$ cat config.mk
export PLATFORM = sky130hd
export DESIGN_NAME = risc_v_trace_buf
export DESIGN_NICKNAME = d
export VERILOG_FILES = /design/src/rtl/risc_v_trace_buf.sv
export SDC_FILE = /design/constraint.sdc
export NUM_CORES = 1
export LEC_CHECK = 0
export CAP_MARGIN = 30
export CELL_PAD_IN_SITES_DETAIL_PLACEMENT = 1
export CELL_PAD_IN_SITES_GLOBAL_PLACEMENT = 2
export CORE_UTILIZATION = 55
export CTS_BUF_LIST = sky130_fd_sc_hd__clkbuf_8
export DETAILED_ROUTE_END_ITERATION = 8
export PLACE_DENSITY_LB_ADDON = 0.1
export SLEW_MARGIN = 20
export SYNTH_ARGS = -nofsm -noshare
export SYNTH_HDL_FRONTEND = slang
export SYNTH_SLANG_ARGS = --single-unit
$ cat constraint.sdc
create_clock -name clk -period 12.44 [get_ports clk]
set_clock_uncertainty 0.1 [all_clocks]
set_input_delay 2.488 -clock clk [delete_from_list [all_inputs] [get_ports clk]]
set_output_delay 2.488 -clock clk [all_outputs]
set_load 0.1 [all_outputs]
$ cat src/rtl/risc_v_trace_buf.sv
// risc_v_trace_buf: armed, optionally PC-triggered capture of a DEPTH-sample
// debug window from the risc_v core into a first-word-fall-through FIFO.
module risc_v_trace_buf #(
    parameter int DEPTH = 16,
    parameter int AW    = 4
) (
    input  logic          clk,
    input  logic          rst,
    input  logic [31:0]   dbg_pc,
    input  logic [31:0]   dbg_instr,
    input  logic [31:0]   dbg_ALU_result,
    input  logic          dbg_wr_en,
    input  logic          arm,
    input  logic          trig_en,
    input  logic [31:0]   trig_pc,
    input  logic          rd_ready,
    output logic          rd_valid,
    output logic [31:0]   rd_pc,
    output logic [31:0]   rd_instr,
    output logic [31:0]   rd_result,
    output logic          rd_wr_en,
    output logic [1:0]    state,
    output logic [AW:0]   count,
    output logic          triggered,
    output logic          overflow
);
    typedef enum logic [1:0] {IDLE, ARMED, CAPTURE, DONE} state_t;

    state_t        state_q;
    logic [AW-1:0] wptr_q, rptr_q;
    logic [AW:0]   count_q, count_d, cap_cnt_q;
    logic          triggered_q, overflow_q;
    logic [96:0]   mem_q [DEPTH];
    logic          fire, sample, push, pop;

    assign rd_valid = count_q != '0;
    assign pop      = rd_valid && rd_ready;
    assign fire     = state_q == ARMED && (!trig_en || dbg_pc == trig_pc);
    assign sample   = fire || state_q == CAPTURE;
    // A full FIFO still accepts a sample when the head leaves in the same cycle.
    assign push     = sample && (count_q != (AW+1)'(DEPTH) || pop);
    assign count_d  = count_q + (AW+1)'(push) - (AW+1)'(pop);

    assign {rd_pc, rd_instr, rd_result, rd_wr_en} = rd_valid ? mem_q[rptr_q] : '0;
    assign state     = state_q;
    assign count     = count_q;
    assign triggered = triggered_q;
    assign overflow  = overflow_q;

    always_ff @(posedge clk) begin
        if (push) mem_q[wptr_q] <= {dbg_pc, dbg_instr, dbg_ALU_result, dbg_wr_en};
    end

    always_ff @(posedge clk) begin
        if (!rst) begin
            state_q     <= IDLE;
            wptr_q      <= '0;
            rptr_q      <= '0;
            count_q     <= '0;
            cap_cnt_q   <= '0;
            triggered_q <= 1'b0;
            overflow_q  <= 1'b0;
        end else begin
            if (push) wptr_q <= wptr_q + 1'b1;
            if (pop) rptr_q <= rptr_q + 1'b1;
            count_q <= count_d;
            if (sample && !push) overflow_q <= 1'b1;
            case (state_q)
                IDLE, DONE: if (arm) begin
                    state_q     <= ARMED;
                    triggered_q <= 1'b0;
                    overflow_q  <= 1'b0;
                    cap_cnt_q   <= '0;
                end
                ARMED: if (fire) begin
                    state_q     <= CAPTURE;
                    triggered_q <= 1'b1;
                    cap_cnt_q   <= (AW+1)'(1);
                end
                CAPTURE: begin
                    cap_cnt_q <= cap_cnt_q + 1'b1;
                    if (cap_cnt_q == (AW+1)'(DEPTH-1)) state_q <= DONE;
                end
                default: ;
            endcase
        end
    end
endmodule
**Yosys cells after proc, flatten, opt, wreduce, memory -nomap -nowiden**

Memories as Yosys holds them, arrays and structs flattened. A register that Yosys moved wholly into a read port is not among the register bits.
Cells that the tools add are included.

- Register bits: 22
- RAM bits: 1552
- Output and inout bits: 107
- Memories kept: 1

Memories:

| name | words | width | read ports | clocked after Yosys merged registers in | write ports | RTL line | text |
|---|---|---|---|---|---|---|---|
| mem_q | 16 | 97 | 1 | 1 | 1 | 33 | `logic [96:0] mem_q [DEPTH];` |

- Add/sub/neg operators: 5
- Equality and inequality tests: 9
- Muxes and demuxes: 18
- Reductions and logical operators: 16

Operators by type and width:

| operator | count |
|---|---|
| 97-bit two-way mux | 1 |
| 32-bit equality test | 1 |
| 5-bit case mux with 3 select lines | 1 |
| 5-bit two-way mux | 2 |
| 4-bit by 1-bit adder with 4-bit output (second input constant) | 2 |
| 4-bit two-way mux | 2 |
| 1-bit two-way mux | 7 |
| 2-bit two-way mux | 3 |
| 2-bit case mux with 3 select lines | 1 |
| 3-bit AND reduction | 2 |
| 5-bit by 1-bit adder with 5-bit output | 1 |
| 5-bit by 1-bit adder with 5-bit output (second input constant) | 1 |
| 5-bit by 4-bit equality test with 1-bit output (second input constant) | 1 |
| 5-bit != test (second input constant) | 1 |
| 5-bit nonzero test | 1 |
| 5-bit by 1-bit subtractor with 5-bit output | 1 |
| 2-bit equality test (second input constant) | 2 |
| 1-bit logical AND | 4 |
| 2-bit != test (second input constant) | 2 |
| 1-bit logical OR | 3 |
| 2-bit by 1-bit equality test with 1-bit output (second input constant) | 1 |
| 1-bit logical NOT | 2 |
| 2-bit logical NOT | 1 |
| 2-bit by 1-bit != test with 1-bit output (second input constant) | 1 |
| other kinds (4) | 4 |

**Longest topological paths before layout**

- Depth after elaboration: 10
- Mapped depth: 17
- Depth with buffers taken out: 16

**Worst setup path after synthesis**

OpenSTA, ideal clock, no wires.

- Path type: input to register
- Start point: input port trig_pc[5]
- End point: memory mem_q[10][0] (enable)
- Arrival: 6.049 ns
- Slack: 5.823 ns
- Cell stages on the path: 7
- Buffers on the path: 1
- Cell sequence: xnor2_1 nand4_1 nor4_2 nand2_1 a31oi_1 buf_2 and3_1

- Cells in the longest elaborated chain, start to end: 7

Ends and longest elaborated chain:

| element | RTL line | text |
|---|---|---|
| from (decl) | 15 | `input logic [31:0] trig_pc,` |
| 32-bit equality test | 38 | `assign fire = state_q == ARMED && (!trig_en \|\| dbg_pc == trig_pc);` |
| 1-bit logical OR | 38 |  |
| 1-bit logical AND | 38 |  |
| 1-bit logical OR | 39 | `assign sample = fire \|\| state_q == CAPTURE;` |
| 1-bit logical AND | 41 | `assign push = sample && (count_q != (AW+1)'(DEPTH) \|\| pop);` |
| 1-bit two-way mux | 51 | `if (push) mem_q[wptr_q] <= {dbg_pc, dbg_instr, dbg_ALU_result, dbg_wr_en};` |
| 1-bit two-way mux (not written as such) | 51 |  |
| to (decl) | 33 |  |

Every way passes these cells.

==> key figures <==
Status
  – Status: complete, no violations

Setup path
  – Setup crit end kind: output port
  – CP max FO: between 50 and 60
  – WP data required: approximately 9900 ps
  – CP Class: flip-flop to output port
  – Crit path launch type: flip-flop
  – Worst path arrival time: 5240 ps

Synth
  – Post-synthesis register bit count: about 1600
  – Ys Warns: 0
  – Top-count cell post-synth: edfxtp_1
  – Cells after synthesis: around 2500
  – XOR/XNOR Fraction of Synth Area: 0.549%
  – Top cells by area, synth: edfxtp_1 77%, mux4_2 18%, and2_1 1.1%
  – EDFF count, synth: 1552
  – Mean area per synthesized cell: ~25 µm²
  – Leading area contributor after synthesis: edfxtp_1
  – Prevailing post-synth register cell: edfxtp_1
  – Cell Area, Synth: slightly above 60000 µm²
  – Area share of the largest cell type after synthesis: roughly three quarters
  – Commonest cells in the netlist: 1552 x edfxtp_1, 485 x mux4_2, 109 x and2_1, 69 x clkbuf_1, 37 x xnor2_1
  – Syn nets: about 2600
  – Largest family of logic cells by synthesized area: multiplexers
  – Post-Synth Simple-Gate Area: under 10%
  – Sequential area share after synthesis: 77.7%
  – Complex-gate fraction of the synthesized area: less than 1%
  – Post-synthesis mux area share: 18.1%
  – Adder-Cell Fraction of Synth Area: less than 1%
  – Distinct cells, synth: 44
  – Share of flip-flops with an asynchronous set or reset: 0%

Global route
  – Number of global-route vias before repair: approximately 30000
  – Total track usage: between 20% and 30%
  – Largest net degree at the start of global routing: 110
  – Global route overflow: 0
  – First-pass GRT wire length: 205000 µm
  – Antenna violations before repair: 13

Timing
  – Max Clk Rate: 0.128 GHz
  – Fin crit share: between 60% and 70%
  – Fin crit period: 7830 ps
  – Final slew viol count: 0
  – Setup TNS: 0 ps
  – Slew headroom: 30.7%
  – Final hold vios: 0
  – RSZ-0062 raised after global routing: false
  – Slew @ Worst Pin: 1040 ps
  – Final setup fails: 0

Clock tree
  – Clk buf depth: 3
  – Clock-pin slew on the worst setup and hold paths: around 60 ps
  – Inserted Clock Buffers: between 200 and 250
  – Skew-Pair Late Insertion Delay: 900 ps
  – CTS root buffer: clkbuf_8
  – CTS sink count: ~1600
  – H-tree depth: 4
  – Post-CTS sizing: 0
  – Post-CTS setup buffer count: 0
  – CTS tree: done
  – Hold Buf Count CTS: 0

Layout
  – Layout area overhead: 14.8%
  – Final Non-Filler Cells: 4509
  – Final net count: roughly 3000
  – Layout cells sized above 1: 28.5%

Floorplanning
  – Num rows: between 100 and 150
  – Number of placed I/O pins: 241
  – Die height: between 300 and 400 µm
  – Initial Util: between 50% and 60%
  – Die width: ~330 µm
  – Core area: 109000 µm²
  – Die ar.: approximately 110000 µm²

Power
  – PwrDens: about 210 nW/µm²
  – Worst vdd ir: roughly 0.24 mV
  – Leakage: 21.5 nW

Flow run
  – Max Cap Viol: 0

Routing
  – DR DRC count: 0
  – Aggregate routed wire length: about 140000 µm
  – WL per Instance: 31.2 µm
  – Antenna Nets Post-Route: 0
  – Vias after detailed routing: 27800
  – Initial drt markers: between 2000 and 3000
  – Drt via density: about 6
  – Number of detailed-route iterations in the first pass: 5

Place
  – DPL Wire Length: 77100 µm
  – PortBufs: 240
  – Placed cell count: a little over 4000
  – GP Congestion: about 0.74

Hold path
  – Type of the worst min-delay path: flip-flop to flip-flop
## placed cells by master, fill, tap and decap left out, types with 9 or more instances in the layout
| cell | Yosys | routed |
|---|---|---|
| edfxtp_1 | 1552 | 1552 |
| mux4_2 | 485 | 485 |
| clkbuf_8 | 0 | 247 |
| clkdlybuf4s50_1 | 0 | 240 |
| and2_1 | 109 | 105 |
| inv_1 | 18 | 87 |
| clkinv_1 | 0 | 68 |
| clkinv_2 | 0 | 42 |
| buf_4 | 25 | 39 |
| xnor2_1 | 37 | 37 |
| dfxtp_1 | 26 | 22 |
| ha_1 | 16 | 16 |
| nand2_1 | 15 | 15 |
| buf_16 | 0 | 15 |
| and3_4 | 0 | 12 |
| bufinv_16 | 0 | 11 |
| nand4_1 | 9 | 9 |
## final timing paths
check | endpoint | cells past startpoint | slack (ps) | startpoint
worst min register to register | cap_cnt_q[3]$_SDFFE_PN0P_ | 2 | 380 | cap_cnt_q[3]$_SDFFE_PN0P_
worst min-delay path | cap_cnt_q[3]$_SDFFE_PN0P_ | 2 | 380 | cap_cnt_q[3]$_SDFFE_PN0P_
worst max-delay path | rd_pc[17] | 8 | 4610 | flip-flop
worst max register to register | mem_q[14][73]$_DFFE_PP_ | 9 | 8330 | count[3]$_SDFF_PN0_
## flip-flops by register name (all words and copies together), names as in the netlist, named ones only
signal	cells
triggered	1
count	5
wptr_q	4
state	2
overflow	1
mem_q	1552
rptr_q	4
cap_cnt_q	5
## cells by family after synthesis
family | count (synthesis)
simple gates | 178
mux | 490
buf+inv | 141
fa+ha+maj | 17
flops | 1578
xor+xnor | 38
compound gates | 27
## through the flow
step | worst slack, ps | area [µm²] | hold slack (ps) | util, % | power [W]
after floorplan | 5820 | 60600 | 346 | - | 0.00956
final | 4610 | 69600 | 385 | 63.9 | 0.0146
after global placement | 4120 | 64600 | 363 | 59.3 | 0.0106
after global routing | 4370 | 69600 | 417 | 63.9 | 0.0151
after detailed placement | 3940 | 64800 | 380 | 59.4 | 0.0107
after CTS | 4060 | 69300 | 388 | 63.6 | 0.0148
## worst max-delay path: stages, from the launching register on
cell and delay, ps:
dfxtp_4 710, buf_4 380, buf_16 280, buf_4 370
buf_16 340, mux4_2 370, mux4_2 470, and2_1 280
clkdlybuf4s50_1 1010
## layout make-up
cell class                      count  area, µm²
Clock buffer                      247       3400
Timing Repair Buffer              299       3210
Tap cell                         1414       1770
Multi-Input combinational cell    750      12900
Antenna cell                        3       7.51
Clock inverter                    200       1150
Fill cell                        8673      39400
Inverter                           18       67.6
Sequential cell                  1578      47100
## routing by layer
layer	vias up	global-route usage, %	wire length (µm)
met5	-	0	82
met4	12	8.38	3330
met3	200	5.13	9010
met2	1072	42.2	70900
met1	15000	35.3	57400
li1	11500	-	-
## report_power, final
group | total (W) | switching [W] | internal (W)
Sequential | 0.00605 | 0.0000555 | 0.00599
Combinational | 0.00452 | 0.00296 | 0.00157
Clock | 0.00405 | 0.00198 | 0.00207
Power figures use the tool's default switching activity.
